==> src/rtl/div113_seq_ctrl.sv <==
// Sequential divide-by-constant (113): MSB-first, one radix-2^RADIX_BITS digit per cycle, quotient and remainder.
// Latency: accept edge E0, digit steps on E1..E(W/RADIX_BITS), out_valid high after the last step (8 cycles by default).
// Backpressure: in_ready only in IDLE; the result is held in DONE until out_ready; abort drops the operation in flight.
module div113_seq_ctrl #(
  parameter int W          = 24,
  parameter int RADIX_BITS = 3,
  parameter int DIVISOR    = 113,
  parameter int RW         = 7
) (
  input  logic          clk,
  input  logic          rst,
  input  logic          in_valid,
  output logic          in_ready,
  input  logic [W-1:0]  in_x,
  output logic          out_valid,
  input  logic          out_ready,
  output logic [W-1:0]  out_q,
  output logic [RW-1:0] out_r,
  output logic          busy,
  input  logic          abort
);

  localparam int STEPS = W / RADIX_BITS;
  localparam int KW    = (STEPS > 1) ? $clog2(STEPS) : 1;
  localparam int TW    = RW + RADIX_BITS;
  localparam logic [KW-1:0] KLAST = KW'(STEPS - 1);
  localparam logic [TW-1:0] DIV_T = TW'(DIVISOR);

  typedef enum logic [1:0] {
    IDLE = 2'd0,
    RUN  = 2'd1,
    DONE = 2'd2
  } state_t;

  state_t state, state_n;

  // Dividend digits leave at the top while quotient digits enter at the
  // bottom, so after the last step this one register holds the quotient.
  logic [W-1:0]          xsh;
  logic [W-1:0]          xsh_next;
  logic [RW-1:0]         r;
  logic [RW-1:0]         r_next;
  logic [KW-1:0]         k;
  logic [RADIX_BITS-1:0] d;
  logic [RADIX_BITS-1:0] qd;
  logic [TW-1:0]         t;
  logic [TW-1:0]         rem;

  logic load;
  logic step;
  logic finish;

  // Digit step: t = r*2^RADIX_BITS + d, then a restoring compare/subtract
  // chain against shifted copies of the constant divisor. Because r < DIVISOR,
  // t < DIVISOR*2^RADIX_BITS, so RADIX_BITS trial subtractions give qd exactly.
  always_comb begin
    d   = xsh[W-1 -: RADIX_BITS];
    t   = {r, d};
    rem = t;
    qd  = '0;
    for (int i = RADIX_BITS - 1; i >= 0; i--) begin
      if (rem >= (DIV_T << i)) begin
        rem   = rem - (DIV_T << i);
        qd[i] = 1'b1;
      end
    end
    r_next   = rem[RW-1:0];
    xsh_next = {xsh[W-RADIX_BITS-1:0], qd};
  end

  // State register.
  always_ff @(posedge clk or posedge rst) begin
    if (rst) begin
      state <= IDLE;
    end else begin
      state <= state_n;
    end
  end

  // Next-state and handshake outputs; abort beats both accept and release.
  always_comb begin
    state_n   = state;
    load      = 1'b0;
    step      = 1'b0;
    finish    = 1'b0;
    in_ready  = 1'b0;
    out_valid = 1'b0;
    busy      = 1'b0;
    case (state)
      IDLE: begin
        in_ready = 1'b1;
        if (in_valid && !abort) begin
          load    = 1'b1;
          state_n = RUN;
        end
      end
      RUN: begin
        busy = 1'b1;
        if (abort) begin
          state_n = IDLE;
        end else begin
          step = 1'b1;
          if (k == KLAST) begin
            finish  = 1'b1;
            state_n = DONE;
          end
        end
      end
      DONE: begin
        busy      = 1'b1;
        out_valid = 1'b1;
        if (abort || out_ready) begin
          state_n = IDLE;
        end
      end
      default: begin
        state_n = IDLE;
      end
    endcase
  end

  // Working registers: load on accept, advance one digit per RUN cycle.
  always_ff @(posedge clk or posedge rst) begin
    if (rst) begin
      xsh <= '0;
      r   <= '0;
      k   <= '0;
    end else if (load) begin
      xsh <= in_x;
      r   <= '0;
      k   <= '0;
    end else if (step) begin
      xsh <= xsh_next;
      r   <= r_next;
      k   <= k + 1'b1;
    end
  end

  // Result registers change only on the final step, so partial quotients
  // are never visible and the last result persists through IDLE.
  always_ff @(posedge clk or posedge rst) begin
    if (rst) begin
      out_q <= '0;
      out_r <= '0;
    end else if (finish) begin
      out_q <= xsh_next;
      out_r <= r_next;
    end
  end

endmodule

==> config.mk <==
export PLATFORM = sky130hd
export DESIGN_NAME = div113_seq_ctrl
export DESIGN_NICKNAME = d
export VERILOG_FILES = /design/src/rtl/div113_seq_ctrl.sv
export SDC_FILE = /design/constraint.sdc
export NUM_CORES = 1
export LEC_CHECK = 0
export CAP_MARGIN = 40
export CORE_ASPECT_RATIO = 1.5
export CORE_MARGIN = 1.5
export CORE_UTILIZATION = 42
export DETAILED_ROUTE_END_ITERATION = 8
export PLACE_DENSITY = 0.65
export SLEW_MARGIN = 10
export SYNTH_ARGS = -nofsm -noshare
export SYNTH_HDL_FRONTEND = slang
export SYNTH_SLANG_ARGS = --single-unit
==> constraint.sdc <==
create_clock -name clk -period 5.2 [get_ports clk]
set_input_delay 1.04 -clock clk [delete_from_list [all_inputs] [get_ports clk]]
set_output_delay 1.04 -clock clk [all_outputs]
set_load 0.005 [all_outputs]
Word-level counts from Yosys, hierarchy flattened --
Index checks and enable logic that the tools add are counted.
Storage, ports and cells: register bits 67, output and inout port bits 34
Cells by class: add/sub/neg operators 4, $lt $le $gt $ge 3, equality and inequality tests 6, mux-type cells 27, reductions and logical operators 7
Operator list (count):
- $mux W24 | 2
- $mux W7 | 3
- $mux W10 | 2
- $mux W1 | 13
- $ge A10 B7 Y1 const B | 1
- $ge A10 B8 Y1 const B | 1
- $ge A10 B9 Y1 const B | 1
- $sub A10 B8 Y10 const B | 1
- $sub A10 B9 Y10 const B | 1
- $mux W2 | 4
- $sub A7 B7 Y7 const B | 1
- $mux W3 | 2
- $pmux W2 S3 | 1
- $ne A2 B2 Y1 const B | 2
- $add A3 B1 Y3 const B | 1
- $eq A3 B3 Y1 const B | 1
- $ne A3 B3 Y1 const B | 1
- $reduce_and A3 Y1 | 1
- $eq A2 B1 Y1 const B | 1
- $eq A2 B2 Y1 const B | 1
- $logic_not A2 Y1 | 1
- $reduce_bool A2 Y1 | 1
- $reduce_or A2 Y1 | 1
- $logic_and A1 B1 Y1 | 1
- 2 further kinds | 2

Logic depth before layout (Yosys ltp) --
Gate-level depths: netlist (run 1).
depth in word-level cells 8, mapped depth 17, depth with buffers taken out 15

Worst setup path after synthesis (run 1) --
No wires, ideal clock.
path type reg2reg, from register xsh[23], to register r[3], library setup time 0.122 ns, arrival 3.662 ns, required time 5.078 ns, path slack 1.417 ns, stages on the path, launching flop included 17, period minus slack after synthesis 3.783 ns, cell sequence dfrtp_1 -> buf_6 -> inv_1 -> ha_1 -> nor4b_2 -> a21oi_4 -> xnor2_1 -> ha_1 -> nand2_1 -> mux2_4 -> or2_1 -> clkbuf_2 -> o32a_1 -> a211oi_2 -> a21oi_2 -> or3_1 -> a32o_1
On the way: cells in the longest elaborated chain, start to end 8, elaborated cells on any way between the ends 11, those cells by class 3 x add/sub; 3 x order compare; 5 x mux
RTL lines:
- start, declared | line 39 | logic [W-1:0] xsh;
- start signal, assigned | line 129 | xsh <= in_x;
- start signal, assigned | line 133 | xsh <= xsh_next;
- $sub A10 B9 Y10 or $ge A10 B9 Y1 (tied branches) | line 63, 62
- $mux W10 * | line 62 | if (rem >= (DIV_T << i)) begin
- $sub A10 B8 Y10 or $ge A10 B8 Y1 (tied branches) | line 63, 62
- $mux W10 * | line 62
- $ge A10 B7 Y1 or $sub A7 B7 Y7 (tied branches) | line 62, 63
- $mux W7 * | line 62
- $mux W7 * | line 132 | end else if (step) begin
- $mux W7 * | line 128 | end else if (load) begin
- end signal, assigned | line 134 | r <= r_next;
- end, declared | line 41 | logic [RW-1:0] r;
Mark *: on every way between the ends. The rest lies on a longest branch, timed or not. The select of a mux whose other input is x is not followed. A chain may end at the register's enable or synchronous reset.

Worst setup path after layout (run 1) --
from register xsh[23], to register out_r[1]
On the way: cells in the longest elaborated chain, start to end 6, elaborated cells on any way between the ends 9, those cells by class 3 x add/sub; 3 x order compare; 3 x mux
RTL lines:
- $sub A10 B9 Y10 or $ge A10 B9 Y1 (tied branches) | line 63, 62
- $mux W10 * | line 62
- $sub A10 B8 Y10 or $ge A10 B8 Y1 (tied branches) | line 63, 62
- $mux W10 * | line 62
- $ge A10 B7 Y1 or $sub A7 B7 Y7 (tied branches) | line 62, 63
- $mux W7 * | line 62
- end signal, assigned | line 147 | out_r <= r_next;
- end, declared | line 18 | output logic [RW-1:0] out_r,
Mark *: on every way between the ends. The rest lies on a longest branch, timed or not.

==> results of run 1 <==
[sequential cells by signal, indices dropped and copies added, names as in the netlist]
signal and flops:
out_q 24, r 7, xsh 24, out_r 7, k 3, state 2
[worst reg2reg max path: stages, from the launching register on]
cell	delay, ns
dfrtp_1	0.49
inv_1	0.11
ha_1	0.28
nor4b_2	0.21
a21oi_4	0.32
mux2i_1	0.50
o221a_4	0.33
nor2_1	0.11
xnor2_1	0.25
ha_1	0.21
inv_1	0.07
a2111oi_2	0.32
o21bai_1	0.13
a21oi_2	0.48
mux2_2	0.42
o21ai_0	0.15
[Yosys cell counts, types with 4 or more instances]
cell      number
a21o_1         4
a21oi_1       14
a31oi_1       21
and2_1         6
buf_1          5
buf_6          4
clkbuf_1      15
dfrtp_1       67
ha_1           9
inv_1         16
mux2_2        26
mux2i_1        5
nand2_1       65
nand2b_1       5
nand3_1        5
nor2_1        33
nor3_1         7
o21ai_0       23
or3_1          6
xnor2_1        6
[cell families (layout without fill, tap and decap cells)]
family | after synthesis | in the layout
xor+xnor | 6 | 6
simple gates | 147 | 147
mux | 32 | 32
compound gates | 99 | 99
flops | 67 | 67
fa+ha+maj | 9 | 9
buf+inv | 41 | 98
[area by class of cell]
cell class	count	area [µm²]	area share
Tap cell	110	138	0.0291
Clock inverter	4	25.0	0.00529
Sequential cell	67	1680	0.355
Inverter	16	60.1	0.0127
Clock buffer	12	256	0.0542
Timing Repair Buffer	66	651	0.138
Multi-Input combinational cell	293	1920	0.406
[final timing paths]
path                       cells past startpoint  slack (ns)                     to            startpoint
max                                           15        0.75   out_r[1]$_DFFE_PP0P_   xsh[23]$_DFFE_PP0P_
min                                            2        0.49   out_r[0]$_DFFE_PP0P_  out_r[0]$_DFFE_PP0P_
max reg2reg                                   15        0.75   out_r[1]$_DFFE_PP0P_   xsh[23]$_DFFE_PP0P_
min reg2reg                                    2        0.49   out_r[0]$_DFFE_PP0P_  out_r[0]$_DFFE_PP0P_
max in group asynchronous                      3        3.22  out_q[10]$_DFFE_PP0P_                   rst
min in group asynchronous                      2        1.03  out_q[15]$_DFFE_PP0P_                   rst
[metrics by stage]
stage	total power, mW	util	setup WS, ns
finish	2.50	0.539	0.745
global placement	1.92	0.507	0.943
global route	2.68	0.539	0.313
detailed placement	1.94	0.507	0.787
CTS	2.52	0.539	0.739
floorplan	1.68	-	1.42
[report_power, final]
group	total, mW	switching (mW)	internal (mW)
Combinational	1.12	0.637	0.485
Sequential	0.816	0.157	0.659
Clock	0.560	0.213	0.346
[layer usage]
metal / wire, µm / share of wire / track usage / vias up
met5: 0 / 0 / 0 / -
met3: 399 / 0.042 / 0.0475 / 12
met4: 159 / 0.017 / 0.107 / 0
met1: 3710 / 0.39 / 0.241 / 1492
met2: 5160 / 0.55 / 0.370 / 79
li1: - / - / - / 1532
==> impl_metrics.ini, run 1 <==
[run_status]
status = finished clean

[flow_run]
drv_cap = 0

[detailed_routing]
vias = 3115
dr.pass1.iters = 5
drc = 0
wl_um = 9430
avgRoutedWirePerCell_um = 16.6
first_iter_violations = 151
drtAntennaViolNets = 0
via_per_inst = 5.48

[cts]
clk_latency_ns = 0.33
hold_buffers = 0
cts_num_sinks = 67
root_buffer = clkbuf_16
clk_path_buf_depth = 2
cts.clk_slew.worst_paths_ns = 0.05
cts_resized = 0
cts_tree = done
numCtsBuffers = 9
htreeDepth = 3
post_cts_buffers = 0

[finish]
antennaDiodeCount = 0
fill_cells = 800
syn_to_final_growth_pct = 25.0
finalInstanceArea_mm2 = 0.00473
mostFrequentLayoutCells = 67 x dfrtp_1, 65 x nand2_1, 62 x clkdlybuf4s50_1
final_net_count = 491
final_common_cell = dfrtp_1
finalNonFillerCells = 568
layout-drive-gt1-share = 0.144

[synth]
syn_avg_cell_area_um2 = 9.43
synthAdderAreaFrac = 0.0298
synthXorXnorAreaFrac = 0.0139
seq_area_frac_synth = 0.443
synth_edf_count = 0
ys_ff_latch = 67
synth_cells = 401
synthesis.nets = 439
synth_compound_area_frac = 0.184
synth-simple-area-share = 0.185
synth_mux_area_frac = 0.0946
synth_top_area_frac = 0.443
ys_warn_count = 0
async_reset_ff_frac = 1.00
yosys.cell_types.count = 63
syn_area_mm2 = 0.00378
ys.flop_type = dfrtp_1
synthTopCellsByArea = dfrtp_1 44%, mux2_2 7.7%, nand2_1 6.5%, a31oi_1 3.5%, nor2_1 3.3%
yosys.area.top_type = dfrtp_1
synth_top_family_by_area = simple AND/OR/NAND/NOR gates

[setup_path]
end_kind = flip-flop
crit_path_top_delay_cell = mux2i_1
cpLargestDelayFamily = compound AO/OA/AOI/OAI gates
required_ns = 5.43
path_buf_inv = 2
critical_path.cell_chain = inv_1 > ha_1 > nor4b_2 > a21oi_4 > mux2i_1 > o221a_4 > nor2_1 > xnor2_1 > ha_1 > inv_1 > a2111oi_2 > o21bai_1 > a21oi_2 > mux2_2 > o21ai_0
arrival_ns = 4.69
criticalPathCategory = reg -> reg
path_max_fanout = 14
cp-start-kind = flip-flop
max_stage_delay_ns = 0.50

[timing]
maxSlewHeadroom = 0.409
setup_tns_ns = 0
max_freq_mhz = 224
report.final.setup_viol = 0
hold_viol = 0
rsz0062_at_grt = no
fin_skew_ns = 0.00594
min_period_over_period = 0.857
finalMaxSlewViolations = 0
period_needed_ns = 4.45
whs_ns = 0.489
worst_slew_pin_slew_ns = 0.885

[placed_design]
post-dp-hpwl_um = 6810
place_area_mm2 = 0.00445
dpl.cell_count = 552
portBuffers = 62
place.gp.congestion = 0.910

[power_and_ir_drop]
power_density_mw_per_mm2 = 528
worst_ir_drop_vdd_uv = 271
p_leak_nw = 2.05

[floorplanning]
die_area_mm2 = 0.00959
num_rows = 42
core_mm2 = 0.00878
die_h_um = 119
die_w_um = 80.5
pin_count = 63
start_util = 0.431

[grt]
grt_pass1_vias = 3136
grt_max_degree = 48
grt_first_pass_wirelength_um = 15500
overflow = 0
grtUsageTotal = 0.214
grt_antenna_before_repair = 0

[hold_path]
hp-class = reg -> reg
Note: power is estimated with default switching activity, not from simulation.
==> inputs of run 2 (changes only) <==
--- a/config.mk
+++ b/config.mk
@@ -11,6 +11,7 @@
 export CORE_UTILIZATION = 42
 export DETAILED_ROUTE_END_ITERATION = 8
 export PLACE_DENSITY = 0.65
+export SETUP_SLACK_MARGIN = 0.3
 export SLEW_MARGIN = 10
 export SYNTH_ARGS = -nofsm -noshare
 export SYNTH_HDL_FRONTEND = slang
==> results of run 2 <==
The final DEF is identical to that of run 1; final timing and power are the same.
==> inputs of run 3 (changes only) <==
==> constraint.sdc (replaced) <==
create_clock -name clk -period 5.2 [get_ports clk]
set_input_delay 1.04 -clock clk [delete_from_list [all_inputs] [get_ports clk]]
set_output_delay 1.04 -clock clk [all_outputs]
set_load 0.1 [all_outputs]
==> impl_metrics.ini, run 3 (same netlist as run 1, synthesis figures left out) <==
[cts]
root_buffer = clkbuf_16
numCtsBuffers = 9
cts.clk_slew.worst_paths_ns = 0.05
clk_path_buf_depth = 2
clk_latency_ns = 0.33
post_cts_buffers = 0
cts_num_sinks = 67
hold_buffers = 0
htreeDepth = 3
cts_tree = done

[power_and_ir_drop]
p_leak_nw = 2.31
finalPower_mw = 2.68
pwr-share-comb = 0.502
worst_ir_drop_vdd_uv = 281
power_density_mw_per_mm2 = 510
sw_frac_of_total = 0.436
p_sw_mw = 1.17
p_int_mw = 1.51
p_clk_frac = 0.194
seqPwrFrac = 0.305

[grt]
overflow = 0
grt_first_pass_wirelength_um = 16400
grt_antenna_before_repair = 0
grt_max_degree = 48
grt_pass1_vias = 3419
grtUsageTotal = 0.225

[setup_path]
rr_worst_depth = 15
arrival_ns = 4.69
criticalPathCategory = reg -> reg
r2r_slack_ns = 0.73
startpoint = xsh[23]$_DFFE_PP0P_
end_kind = flip-flop
path_buf_inv = 2
regToRegStartpoint = xsh[23]$_DFFE_PP0P_
max_stage_delay_ns = 0.51
path_max_fanout = 14
critical_path.cell_chain = inv_1 > ha_1 > nor4b_2 > a21oi_4 > mux2i_1 > o221a_4 > nor2_1 > xnor2_1 > ha_1 > inv_1 > a2111oi_2 > o21bai_1 > a21oi_4 > mux2_2 > o21ai_0
reg2reg_to = out_r[1]$_DFFE_PP0P_
cpLargestDelayFamily = compound AO/OA/AOI/OAI gates
cp-start-kind = flip-flop
required_ns = 5.43
crit_path_top_delay_cell = mux2i_1

[detailed_routing]
dr.pass1.iters = 4
drc = 0
wl_um = 10000
avgRoutedWirePerCell_um = 16.7
vias = 3288
via_per_inst = 5.48
first_iter_violations = 205
drtAntennaViolNets = 0

[flow_run]
drv_cap = 0

[timing]
fin_skew_ns = 0.00464
period_needed_ns = 4.47
finalMaxSlewViolations = 0
worst_slew_pin_slew_ns = 0.900
rsz0062_at_grt = no
max_freq_mhz = 224
whs_ns = 0.482
report.final.setup_viol = 0
hold_viol = 0
maxSlewHeadroom = 0.399
min_period_over_period = 0.859
setup_tns_ns = 0

[finish]
mostFrequentLayoutCells = 67 x dfrtp_1, 65 x nand2_1, 62 x clkdlybuf4s50_1
final_common_cell = dfrtp_1
final_util = 0.600
antennaDiodeCount = 0
final_net_count = 525
syn_to_final_growth_pct = 39.2
top_regs = out_q (24), xsh (24)
finalInstanceArea_mm2 = 0.00526
layout-drive-gt1-share = 0.200
fill_cells = 716

[placed_design]
place.gp.congestion = 0.910
portBuffers = 62
post-dp-hpwl_um = 7320
place_area_mm2 = 0.00501

[floorplanning]
core_mm2 = 0.00878
num_rows = 42
die_w_um = 80.5
start_util = 0.431
die_h_um = 119
die_area_mm2 = 0.00959
pin_count = 63

[hold_path]
hp-class = reg -> reg
worstHoldPathCells = 2
min-delay-start = out_r[6]$_DFFE_PP0P_
hold_end = out_r[6]$_DFFE_PP0P_

[run_status]
status = finished clean
run 3: power by group through the flow:
stage	logic, mW	clock network, mW	registers, mW
after floorplan	1.02	0	0.800
after global placement	1.24	0	0.816
after detailed placement	1.34	0	0.821
after CTS	1.34	0.528	0.816
after global routing	1.48	0.550	0.839
final	1.35	0.520	0.817
run 3: what timing repair did:
action	in CTS	in global routing
gates resized for setup	0	1
endpoints found under the hold margin	0	0
setup endpoints to repair	0	1
run 3: worst max-delay path by stage:
stage | slack [ns] | cells after the start | end
after floorplan | 1.42 | 16 | r[3]$_DFFE_PP0P_
after global placement | 0.94 | 15 | out_r[1]$_DFFE_PP0P_
after detailed placement | 0.69 | 15 | out_r[1]$_DFFE_PP0P_
after CTS | 0.66 | 15 | out_r[1]$_DFFE_PP0P_
after global routing | 0.39 | 15 | out_r[1]$_DFFE_PP0P_
final | 0.73 | 15 | out_r[1]$_DFFE_PP0P_
run 3: tightest hold or removal path, stage by stage, from the launching register on:
cell,delay (ns)
dfrtp_1,0.34
nand2_1,0.04
o21ai_0,0.06
run 3: final cells by class:
cell class              instances  area (µm²)  area share
multi-input cells             293        1930       0.367
flip-flops and latches         67        1680       0.319
repair buffers                100        1210       0.230
clock buffers                  10         229      0.0435
well taps                     110         138      0.0261
inverters                      16        60.1      0.0114
clock inverters                 4        20.0     0.00380
run 3: per-stage QoR:
| step | std cells | worst slack [ns] |
|---|---|---|
| 2_1_floorplan | 401 | 1.42 |
| 3_3_place_gp | 552 | 0.943 |
| 3_5_place_dp | 586 | 0.694 |
| 4_1_cts | 600 | 0.664 |
| 5_1_grt | 600 | 0.391 |
| 6_report | 600 | 0.733 |
run 3: routing by layer:
metal / vias to the layer above / track usage / part of all wire
li1: 1583 / - / -
met1: 1608 / 0.260 / 0.39
met2: 76 / 0.392 / 0.55
met3: 21 / 0.0444 / 0.034
met4: 0 / 0.105 / 0.032
met5: - / 0 / 0
